<file path="src/rtl/wr_en_ctrl.sv">
// Write-enable controller: 2-entry request FIFO, one issue register, and a
// falling-edge launched one-hot enable/data bus for a gated-enable flop array.
module wr_en_ctrl #(
  parameter int WORDS = 8,
  parameter int AW    = 3,
  parameter int DW    = 8
) (
  input  logic             clk,
  input  logic             rst,
  input  logic             req_valid,
  input  logic [AW-1:0]    req_addr,
  input  logic [DW-1:0]    req_data,
  output logic             req_ready,
  output logic [WORDS-1:0] wr_en,
  output logic [DW-1:0]    wr_data,
  output logic [7:0]       wr_count,
  output logic             err
);

  localparam logic [AW:0] WORDS_L = (AW+1)'(WORDS);

  logic [AW-1:0]    fifo_addr_q [2];
  logic [DW-1:0]    fifo_data_q [2];
  logic             wr_ptr_q, wr_ptr_d;
  logic             rd_ptr_q, rd_ptr_d;
  logic [1:0]       occ_q, occ_d;
  logic             rst_q;

  logic             issue_vld_q, issue_vld_d;
  logic [AW-1:0]    issue_addr_q, issue_addr_d;
  logic [DW-1:0]    issue_data_q, issue_data_d;

  logic [7:0]       count_q, count_d;
  logic             err_q, err_d;

  logic [WORDS-1:0] wr_en_q, wr_en_d;
  logic [DW-1:0]    wr_data_q;

  logic             push, pop;
  logic             req_in_range, issue_in_range;

  // rst_q holds ready low for the cycle following every reset edge.
  assign req_ready      = !rst_q && (occ_q < 2'd2);
  assign push           = req_valid && req_ready;
  assign pop            = (occ_q != 2'd0);
  assign req_in_range   = ({1'b0, req_addr} < WORDS_L);
  assign issue_in_range = ({1'b0, issue_addr_q} < WORDS_L);

  always_comb begin
    occ_d        = occ_q + 2'(push) - 2'(pop);
    wr_ptr_d     = push ? !wr_ptr_q : wr_ptr_q;
    rd_ptr_d     = pop  ? !rd_ptr_q : rd_ptr_q;
    issue_vld_d  = pop;
    issue_addr_d = issue_addr_q;
    issue_data_d = issue_data_q;
    if (pop) begin
      issue_addr_d = fifo_addr_q[rd_ptr_q];
      issue_data_d = fifo_data_q[rd_ptr_q];
    end
    count_d = count_q + 8'(issue_vld_q && issue_in_range);
    err_d   = err_q || (push && !req_in_range);
  end

  always_comb begin
    wr_en_d = '0;
    if (issue_vld_q && issue_in_range) begin
      wr_en_d = WORDS'(1) << issue_addr_q;
    end
  end

  always_ff @(posedge clk) begin
    if (rst) begin
      occ_q       <= 2'd0;
      wr_ptr_q    <= 1'b0;
      rd_ptr_q    <= 1'b0;
      issue_vld_q <= 1'b0;
      count_q     <= 8'd0;
      err_q       <= 1'b0;
      rst_q       <= 1'b1;
    end else begin
      occ_q       <= occ_d;
      wr_ptr_q    <= wr_ptr_d;
      rd_ptr_q    <= rd_ptr_d;
      issue_vld_q <= issue_vld_d;
      count_q     <= count_d;
      err_q       <= err_d;
      rst_q       <= 1'b0;
    end
  end

  always_ff @(posedge clk) begin
    issue_addr_q <= issue_addr_d;
    issue_data_q <= issue_data_d;
    if (push) begin
      fifo_addr_q[wr_ptr_q] <= req_addr;
      fifo_data_q[wr_ptr_q] <= req_data;
    end
  end

  // Launch on the falling edge so enables are settled before the array's rising edge.
  always_ff @(negedge clk) begin
    if (rst) begin
      wr_en_q   <= '0;
      wr_data_q <= '0;
    end else begin
      wr_en_q <= wr_en_d;
      if (issue_vld_q) begin
        wr_data_q <= issue_data_q;
      end
    end
  end

  assign wr_en    = wr_en_q;
  assign wr_data  = wr_data_q;
  assign wr_count = count_q;
  assign err      = err_q;

endmodule

</file>
<file path="config.mk">
export PLATFORM = sky130hd
export DESIGN_NAME = wr_en_ctrl
export DESIGN_NICKNAME = d
export VERILOG_FILES = /design/src/rtl/wr_en_ctrl.sv
export SDC_FILE = /design/constraint.sdc
export NUM_CORES = 1
export LEC_CHECK = 0
export CAP_MARGIN = 0
export CELL_PAD_IN_SITES_DETAIL_PLACEMENT = 0
export CELL_PAD_IN_SITES_GLOBAL_PLACEMENT = 1
export CORE_ASPECT_RATIO = 0.5
export CORE_UTILIZATION = 39
export CTS_BUF_LIST = sky130_fd_sc_hd__clkbuf_2 sky130_fd_sc_hd__clkbuf_4 sky130_fd_sc_hd__clkbuf_8
export DETAILED_ROUTE_END_ITERATION = 7
export GPL_ROUTABILITY_DRIVEN = 0
export PLACE_DENSITY_LB_ADDON = 0.1
export SYNTH_ARGS = -nofsm -noshare
export SYNTH_HDL_FRONTEND = slang
export SYNTH_SLANG_ARGS = --single-unit
</file>
<file path="constraint.sdc">
create_clock -name clk -period 1.6 [get_ports clk]
set_input_delay 0.24 -clock clk [delete_from_list [all_inputs] [get_ports clk]]
set_output_delay 0.24 -clock clk [all_outputs]
set_load 0.01 [all_outputs]
</file>
== Word-level counts from Yosys, hierarchy flattened ==
Memories as Yosys holds them, arrays and structs flattened. A register that Yosys moved wholly into a read port is not among the register bits.
Index checks and enable logic that the tools add are counted.
Storage, ports and cells
  register bits after elaboration: 30
  memory bits (writable): 22
  input bits: 14
  output and inout port bits: 26
  word-level logic and storage cells: 26
  memories: 2
Operators by class
  add/subtract/negate cells: 3
  order comparisons: 1
  shift-type cells: 1
  multiplexer cells: 3
  bitwise operators: 1
  reduce and logical (&&, ||, !) cells: 7
Memory list
  fifo_data_q: words 2, width 8, rd ports 1, clocked after Yosys merged registers in 1, write ports 1, RTL line 23  | logic [DW-1:0] fifo_data_q [2];
  fifo_addr_q: words 2, width 3, rd ports 1, clocked after Yosys merged registers in 1, write ports 1, RTL line 22  | logic [AW-1:0] fifo_addr_q [2];
Operators with widths (number)
  $add A8 B1 Y8: 1
  $shl A1 B3 Y8 const A: 1
  $logic_not A1 Y1: 3
  $mux W1: 3
  $add A2 B1 Y2: 1
  $logic_and A1 B1 Y1: 2
  $lt A2 B2 Y1 const B: 1
  $reduce_bool A2 Y1: 1
  $reduce_or A2 Y1: 1
  $sub A2 B1 Y2: 1
  $not A1 Y1: 1

== Logic depth before layout (Yosys ltp) ==
Gate-level depths: netlist (run 1).
  depth after elaboration: 5
  mapped depth: 5
  gate-level depth less buffers: 5

==> impl_metrics.tcl, run 1 <==
set metrics [dict create \
    cts_tree "done" \
    synth_nets 167 \
    via_count 1329 \
    drt_first_pass_iters 3 \
    track_usage_pct 14.2 \
    chipHeight_um 54.8 \
    nets 237 \
    antennaDiodeCount 0 \
    wl_per_cell_um 12.3 \
    cp.required_ps 1360 \
    yosys_register_bits 63 \
    fin_skew_ps 55.1 \
    numCtsBuffers 9 \
    sw_frac_of_total_pct 22.6 \
    row_count 18 \
    violations "setup timing" \
    ioPinCount 40 \
    r2r_slack_ps -160 \
    holdCritStartpoint "occ_q[0]" \
    cts.path.max_buffers 2 \
    holdPathStages 2 \
    antenna_left 0 \
    endpoint_kind "output pin" \
    avgViaCountPerCell 4.49 \
    grt_pass1_vias 1285 \
    insertion_delay_ps 380 \
    switching_power_uw 759 \
    sequentialPowerShare_pct 52.7 \
    p_leak_uw 0.00118 \
    dpl.hpwl_mm 2.39 \
    netlist.area_leader.share_pct 45.6 \
    drv_cap 0 \
    ys_top_cells_by_area "edfxtp_1, dfxtp_1, mux2_2" \
    wl_mm 3.64 \
    drtIter0Drc 26 \
    synth_edf_count 33 \
    finalPower_uw 3350 \
    htreeDepth 3 \
    reg2reg_to "wr_en[0]" \
    synth_area_um2 2170 \
    clockRootBuffer "clkbuf_8" \
    grt_pass1_wl_mm 5.84 \
    placed_area_um2 2710 \
    worstSetupPathType "register to output pin" \
    cp_max_fo 2 \
    overflow 0 \
    slew_viol_final 0 \
    hold_violations 0 \
    setup_viol 31 \
    holdPathEnd "occ_q[1]" \
    syn_inst 151 \
    grt_max_degree 23 \
    clock-sinks 63 \
    tns_ps -4530 \
    powerDensity_nw_per_um2 1120 \
    final_area_um2 3010 \
    critPathLaunchType "register" \
    cp.arrival_ps 1610 \
    hp-class "register to register" \
    area_growth_pct 38.5 \
    p_clk_share_pct 42.5 \
    critPathBufInv 1 \
    crit_slowest_cell "dfxtp_2" \
    initial_core_util_pct 42.3 \
    grt_setup_unrepaired "yes" \
    p_int_uw 2600 \
    layout_commonest_cell "edfxtp_1" \
    ys_warn_count 0 \
    synth_area_leader_cell "edfxtp_1" \
    drive_above_1_share_pct 34.5 \
    drc 0 \
    cp_cell_sequence "buf_6" \
    layout_setup_ws_ps -252 \
    synth-seq-area-share_pct 73.3 \
    synth.avg_cell_area_um2 14.4 \
    cts-hold-fix-buffers 0 \
    critical-path-max-stage-delay_ps 320 \
    async_flop_share_pct 0 \
    dieWidth_um 108 \
    synth_ff_type "edfxtp_1" \
    crit-reg2reg-launch "issue_addr_q[2]" \
    antenna_found_initial 0 \
    path_clk_slew_ps 60 \
    nFillCells 439 \
    layout_common_cells "edfxtp_1, clkdlybuf4s50_1, nor2_1, inv_1, dfxtp_1" \
    rr_worst_depth 2 \
    crit_family "flip-flops" \
    numPortBuffers 38 \
    dieArea_um2 5890 \
    crit_cells 1 \
    yosysUniqueCellTypes 28 \
    ir_worst_vdd_mv 0.629 \
    core_um2 5130 \
    status "finished, violations left" \
    share_comb_of_total_power_pct 4.8 \
]
==> synth_stat cells (2+ instances only) <==
| library cell | count |
|---|---|
| or3b_1 | 2 |
| nand3_1 | 3 |
| buf_4 | 2 |
| mux2_2 | 11 |
| dfxtp_1 | 30 |
| inv_1 | 2 |
| xor2_1 | 4 |
| mux2i_1 | 8 |
| or3_1 | 3 |
| nor2_1 | 24 |
| edfxtp_1 | 33 |
| nand2b_1 | 3 |
| ha_1 | 2 |
| nor2b_1 | 2 |
| a21oi_1 | 4 |
| nand2_1 | 4 |
| o21ai_0 | 3 |
==> routing by layer <==
metal | global-route usage [%] | wire length [um] | up-vias | share of wire, %
li1 | - | - | 670 | -
met1 | 15.8 | 1710 | 618 | 47
met2 | 23.6 | 1670 | 32 | 46
met3 | 5.95 | 208 | 9 | 5.7
met4 | 8.22 | 53 | 0 | 1.5
met5 | 0 | 0 | - | 0
==> what timing repair did <==
action,in CTS,in global routing
pin swaps,0,2
setup buffers,2,0
gates resized for setup,86,13
cloned,0,0
setup endpoints to repair,30,35
==> worst max path at each step <==
stage	startpoint	end	slack, ps
global placement	rst	wr_en[0]	-490
finish	wr_data[2]	wr_data[2]	-250
floorplan	issue_vld_q	wr_en[0]	-210
global route	wr_data[0]	wr_data[0]	-290
detailed placement	rst	wr_en[0]	-510
CTS	wr_data[6]	wr_data[6]	-270
==> power by group through the flow <==
stage	Combinational [uW]	Sequential (uW)	Clock, uW
6_report	162	1770	1430
5_1_grt	175	1770	1580
4_1_cts	162	1770	1470
3_5_place_dp	158	1800	65.1
3_3_place_gp	155	1800	65.1
2_1_floorplan	71.4	1800	65.1
==> state kept, by name, summed over array words and instances, names as in the netlist <==
signal        flops
occ_q             2
issue_data_q      8
rd_ptr_q          1
wr_count          8
wr_ptr_q          1
fifo_addr_q       6
wr_data           8
rst_q             1
wr_en             8
issue_addr_q      3
issue_vld_q       1
fifo_data_q      16
==> worst reg2reg max path, stage by stage (launching register included) <==
cell,delay [ps]
edfxtp_1,400
or3b_4,420
nor3_2,110
==> layout make-up <==
| cell class | instances | area [um2] | share of cell area [%] |
|---|---|---|---|
| flip-flops and latches | 63 | 1610 | 53.6 |
| repair buffers | 49 | 483 | 16.1 |
| multi-input cells | 81 | 579 | 19.3 |
| clock buffers | 9 | 124 | 4.12 |
| inverters | 1 | 3.75 | 0.125 |
| well taps | 70 | 87.6 | 2.91 |
| clock inverters | 23 | 119 | 3.95 |
==> cells by family (layout without fill, tap and decap cells) <==
logic type | Yosys count | count (layout) | share of synthesized area (%)
flops | 63 | 63 | 73.3
simple gates | 47 | 47 | 10.7
buf+inv | 7 | 82 | 1.61
fa+ha+maj | 2 | 2 | 1.15
compound gates | 7 | 7 | 1.61
other cells | 1 | 1 | 0.173
mux | 19 | 19 | 9.40
xor+xnor | 5 | 5 | 2.02
==> metrics by stage <==
stage,setup WS [ps],std cells,utilization (%),hold WS [ps]
3_3_place_gp,-494,263,52.8,425
2_1_floorplan,-213,151,-,268
3_5_place_dp,-507,263,52.8,429
6_report,-252,296,58.6,433
5_1_grt,-288,296,58.6,459
4_1_cts,-268,296,57.6,437
(Power assumes the default switching activity.)
==> run 2, diff against run 1 <==
--- a/config.mk
+++ b/config.mk
@@ -9,7 +9,7 @@
 export CELL_PAD_IN_SITES_DETAIL_PLACEMENT = 0
 export CELL_PAD_IN_SITES_GLOBAL_PLACEMENT = 1
 export CORE_ASPECT_RATIO = 0.5
-export CORE_UTILIZATION = 39
+export CORE_UTILIZATION = 47
 export CTS_BUF_LIST = sky130_fd_sc_hd__clkbuf_2 sky130_fd_sc_hd__clkbuf_4 sky130_fd_sc_hd__clkbuf_8
 export DETAILED_ROUTE_END_ITERATION = 7
 export GPL_ROUTABILITY_DRIVEN = 0
==> constraint.sdc (replaced) <==
create_clock -name clk -period 2.3 [get_ports clk]
set_input_delay 0.345 -clock clk [delete_from_list [all_inputs] [get_ports clk]]
set_output_delay 0.345 -clock clk [all_outputs]
set_load 0.01 [all_outputs]
==> impl_metrics.tcl, run 2 (synthesized netlist as in run 1, its figures left out) <==
set metrics [dict create \
    via_count 1318 \
    layout_setup_ws_ps -6.39 \
    p_int_uw 1830 \
    area_growth_pct 32.6 \
    core_um2 4420 \
    switching_power_uw 530 \
    timing.hold.ws_ps 453 \
    antenna_found_initial 0 \
    grt_max_degree 23 \
    sw_frac_of_total_pct 22.4 \
    p_leak_uw 0.00112 \
    cp.required_ps 1960 \
    violations "DRC, setup timing" \
    numCtsBuffers 9 \
    fin_skew_ps 52.4 \
    path_clk_slew_ps 70 \
    drtIter0Drc 13 \
    initial_core_util_pct 49.1 \
    slew_viol_final 0 \
    status "finished, violations left" \
    top_register "fifo_data_q" \
    ir_worst_vdd_mv 0.475 \
    hold_violations 0 \
    worstSetupPathType "register to output pin" \
    setup_viol 1 \
    drt_first_pass_iters 6 \
    cp_cell_sequence "buf_6" \
    finalPower_uw 2360 \
    worstMarginPinSlew_ps 602 \
    cts_tree "done" \
    p_clk_share_pct 43.7 \
    sequentialPowerShare_pct 52.3 \
    nets 231 \
    htreeDepth 3 \
    critPathBufInv 1 \
    crit_family "flip-flops" \
    layout_commonest_cell "edfxtp_1" \
    post_cts_buffers 0 \
    wl_per_cell_um 12.6 \
    ioPinCount 40 \
    grt_pass1_vias 1194 \
    cts-hold-fix-buffers 0 \
    largest_reg_flops 16 \
    track_usage_pct 15.9 \
    cp_max_fo 2 \
    critical-path-max-stage-delay_ps 320 \
    drive_above_1_share_pct 26.8 \
    avgViaCountPerCell 4.76 \
    dieWidth_um 98.1 \
    hp-class "register to register" \
    drc 1 \
    drv_cap 0 \
    slew-limit-headroom_pct 59.8 \
    endpoint_kind "output pin" \
    tns_ps -6.39 \
    antennaDiodeCount 0 \
    layout_common_cells "edfxtp_1, nor2_1, clkdlybuf4s50_1, dfxtp_1, inv_1" \
    clockRootBuffer "clkbuf_8" \
    share_comb_of_total_power_pct 4.0 \
    grt_setup_unrepaired "yes" \
    antenna_left 0 \
    overflow 0 \
    row_count 17 \
    chipHeight_um 50.1 \
    insertion_delay_ps 370 \
    grt_pass1_wl_mm 5.51 \
    numPortBuffers 38 \
    critPathLaunchType "register" \
    dieArea_um2 4910 \
    cts.path.max_buffers 2 \
    clock-sinks 63 \
    powerDensity_nw_per_um2 820 \
    dpl.hpwl_mm 2.25 \
    crit_slowest_cell "dfxtp_2" \
    wl_mm 3.48 \
    cp.arrival_ps 1960 \
]
[run 2: layout make-up]
cell class	instances	area, um2
Tap cell	57	71.3
Timing Repair Buffer	43	400
Sequential cell	63	1600
Clock buffer	10	138
Multi-Input combinational cell	81	544
Clock inverter	22	116
Inverter	1	3.75
Fill cell	332	1550
[run 2: path summary, 6_finish.rpt]
path,from,end,slack [ps],cells after the start
worst min register to register,occ_q[0],occ_q[1],450,2
worst max-delay path,wr_data[4],wr_data[4],-6,1
worst min-delay path,occ_q[0],occ_q[1],450,2
worst max register to register,issue_addr_q[2],wr_en[2],150,2
[run 2: power groups by stage]
stage / registers (uW) / logic [uW] / clock network [uW]
2_1_floorplan: 1250 / 48.8 / 45.3
3_3_place_gp: 1250 / 93.4 / 45.3
3_5_place_dp: 1250 / 95.0 / 45.3
4_1_cts: 1230 / 95.4 / 1050
5_1_grt: 1240 / 103 / 1120
6_report: 1230 / 94.1 / 1030
[run 2: what timing repair did]
action	4_1_cts	5_1_grt
gates resized for setup	82	2
setup endpoints to repair	16	13
pin swaps	0	0
[run 2: routing by layer]
metal / track usage, % / share of wire, %
met1: 18.6 / 47
met2: 24.3 / 45
met3: 6.95 / 6.1
met4: 9.85 / 1.4
met5: 0 / 0
[run 2: per-stage QoR]
| stage | instances | area (um2) | util [%] | setup WS (ps) |
|---|---|---|---|---|
| after floorplan | 151 | 2170 | - | 78.5 |
| after CTS | 277 | 2870 | 64.9 | -13.8 |
| after global routing | 277 | 2880 | 65.0 | -40.1 |
| after detailed placement | 246 | 2630 | 59.5 | -311 |
| after global placement | 246 | 2630 | 59.5 | -289 |
| final | 277 | 2880 | 65.0 | -6.39 |
==> run 3, diff against run 2 <==
--- a/config.mk
+++ b/config.mk
@@ -13,6 +13,7 @@
 export CTS_BUF_LIST = sky130_fd_sc_hd__clkbuf_2 sky130_fd_sc_hd__clkbuf_4 sky130_fd_sc_hd__clkbuf_8
 export DETAILED_ROUTE_END_ITERATION = 7
 export GPL_ROUTABILITY_DRIVEN = 0
+export MAX_ROUTING_LAYER = met4
 export PLACE_DENSITY_LB_ADDON = 0.1
 export SYNTH_ARGS = -nofsm -noshare
 export SYNTH_HDL_FRONTEND = slang
==> impl_metrics.tcl, run 3 (synthesized netlist as in run 1, its figures left out) <==
set metrics [dict create \
    critPathLaunchType "register" \
    track_usage_pct 16.3 \
    ioPinCount 40 \
    rr_worst_depth 2 \
    area_growth_pct 32.6 \
    drt_first_pass_iters 6 \
    drv_cap 0 \
    hold_violations 0 \
    drive_above_1_share_pct 26.8 \
    fin_skew_ps 52.5 \
    layout_setup_ws_ps -6.14 \
    sw_frac_of_total_pct 22.4 \
    crit_slowest_cell "dfxtp_2" \
    numPortBuffers 38 \
    cp_max_fo 2 \
    switching_power_uw 529 \
    setup_viol 1 \
    cp.arrival_ps 1960 \
    cp_cell_sequence "buf_6" \
    worstMarginPinSlew_ps 602 \
    cts-hold-fix-buffers 0 \
    slew-limit-headroom_pct 59.8 \
    grt_pass1_wl_mm 5.51 \
    wl_mm 3.50 \
    clockRootBuffer "clkbuf_8" \
    grt_pass1_vias 1196 \
    row_count 17 \
    layout_commonest_cell "edfxtp_1" \
    dieArea_um2 4910 \
    post_cts_buffers 0 \
    critPathBufInv 1 \
    cts.path.max_buffers 2 \
    p_clk_share_pct 43.7 \
    dp.cells 246 \
    layout.cells.non_filler 277 \
    antenna_found_initial 0 \
    holdPathEnd "occ_q[1]" \
    share_comb_of_total_power_pct 4.0 \
    drtIter0Drc 13 \
    ir_worst_vdd_mv 0.475 \
    drc 1 \
    antennaDiodeCount 0 \
    htreeDepth 3 \
    grt_setup_unrepaired "yes" \
    endpoint_kind "output pin" \
    holdPathStages 2 \
    p_leak_uw 0.00112 \
    initial_core_util_pct 49.1 \
    timing.hold.ws_ps 453 \
    reg2reg_to "wr_en[2]" \
    status "finished, violations left" \
    crit_family "flip-flops" \
    grt_max_degree 23 \
    violations "DRC, setup timing" \
    overflow 0 \
    p_int_uw 1830 \
    hp-class "register to register" \
    chipHeight_um 50.1 \
    cts_tree "done" \
    nets 231 \
    via_count 1318 \
    r2r_slack_ps 150 \
    largest_reg_flops 16 \
    holdCritStartpoint "occ_q[0]" \
    layout_common_cells "edfxtp_1, nor2_1, clkdlybuf4s50_1, dfxtp_1, inv_1" \
    worstSetupPathType "register to output pin" \
    dieWidth_um 98.1 \
    cp.required_ps 1960 \
    crit-reg2reg-launch "issue_addr_q[2]" \
    sequentialPowerShare_pct 52.3 \
    path_clk_slew_ps 70 \
    dpl.hpwl_mm 2.25 \
    wl_per_cell_um 12.6 \
    clock-sinks 63 \
    antenna_left 0 \
    top_register "fifo_data_q" \
    tns_ps -6.14 \
    slew_viol_final 0 \
    avgViaCountPerCell 4.76 \
    powerDensity_nw_per_um2 820 \
    critical-path-max-stage-delay_ps 320 \
    core_um2 4420 \
    insertion_delay_ps 370 \
    numCtsBuffers 9 \
]
-- run 3: cell counts in the layout (fill, tap and decap cells not counted) --
Identical to the previous run, type by type.
-- run 3: power by group through the flow --
| stage | clock network (uW) | logic [uW] | registers [uW] |
|---|---|---|---|
| floorplan | 45.3 | 48.8 | 1250 |
| global placement | 45.3 | 93.4 | 1250 |
| detailed placement | 45.3 | 95.0 | 1250 |
| CTS | 1050 | 95.4 | 1230 |
| global route | 1120 | 103 | 1240 |
| finish | 1030 | 94.2 | 1230 |
-- run 3: cell type report --
class / instances / area, um2
sequential: 63 / 1600
fill: 332 / 1550
clock buffer: 10 / 138
multi-input combinational: 81 / 544
timing repair buffer: 43 / 400
inverter: 1 / 3.75
clock inverter: 22 / 116
tap: 57 / 71.3
-- run 3: per-layer routing --
metal / routed length [um] / track usage, %
met3: 198 / 6.67
met1: 1690 / 18.8
met5: 0 / -
met4: 49 / 9.85
met2: 1560 / 24.3
-- run 3: how the worst max path moves through the flow --
stage | startpoint | endpoint | slack, ps | cells past startpoint
finish | wr_data[4] | wr_data[4] | -6 | 1
global route | wr_data[4] | wr_data[4] | -40 | 1
CTS | wr_data[4] | wr_data[4] | -10 | 1
detailed placement | rst | wr_en[2] | -310 | 3
global placement | rst | wr_en[2] | -290 | 3
floorplan | issue_vld_q | wr_en[0] | 80 | 3
-- run 3: timing repair --
| action | in CTS | in global routing |
|---|---|---|
| endpoints found under the hold margin | 0 | 0 |
| setup endpoints to repair | 16 | 13 |
| resized for setup | 82 | 2 |
| gates cloned | 0 | 0 |
-- run 3: per-stage QoR --
step                      setup slack (ps)  power, uW  util, %  cell area (um2)
after floorplan                       78.5       1340        -             2170
after global placement                -289       1390     59.5             2630
after detailed placement              -311       1390     59.5             2630
after CTS                            -13.8       2380     64.9             2870
after global routing                 -40.1       2460     65.0             2880
final                                -6.14       2360     65.0             2880
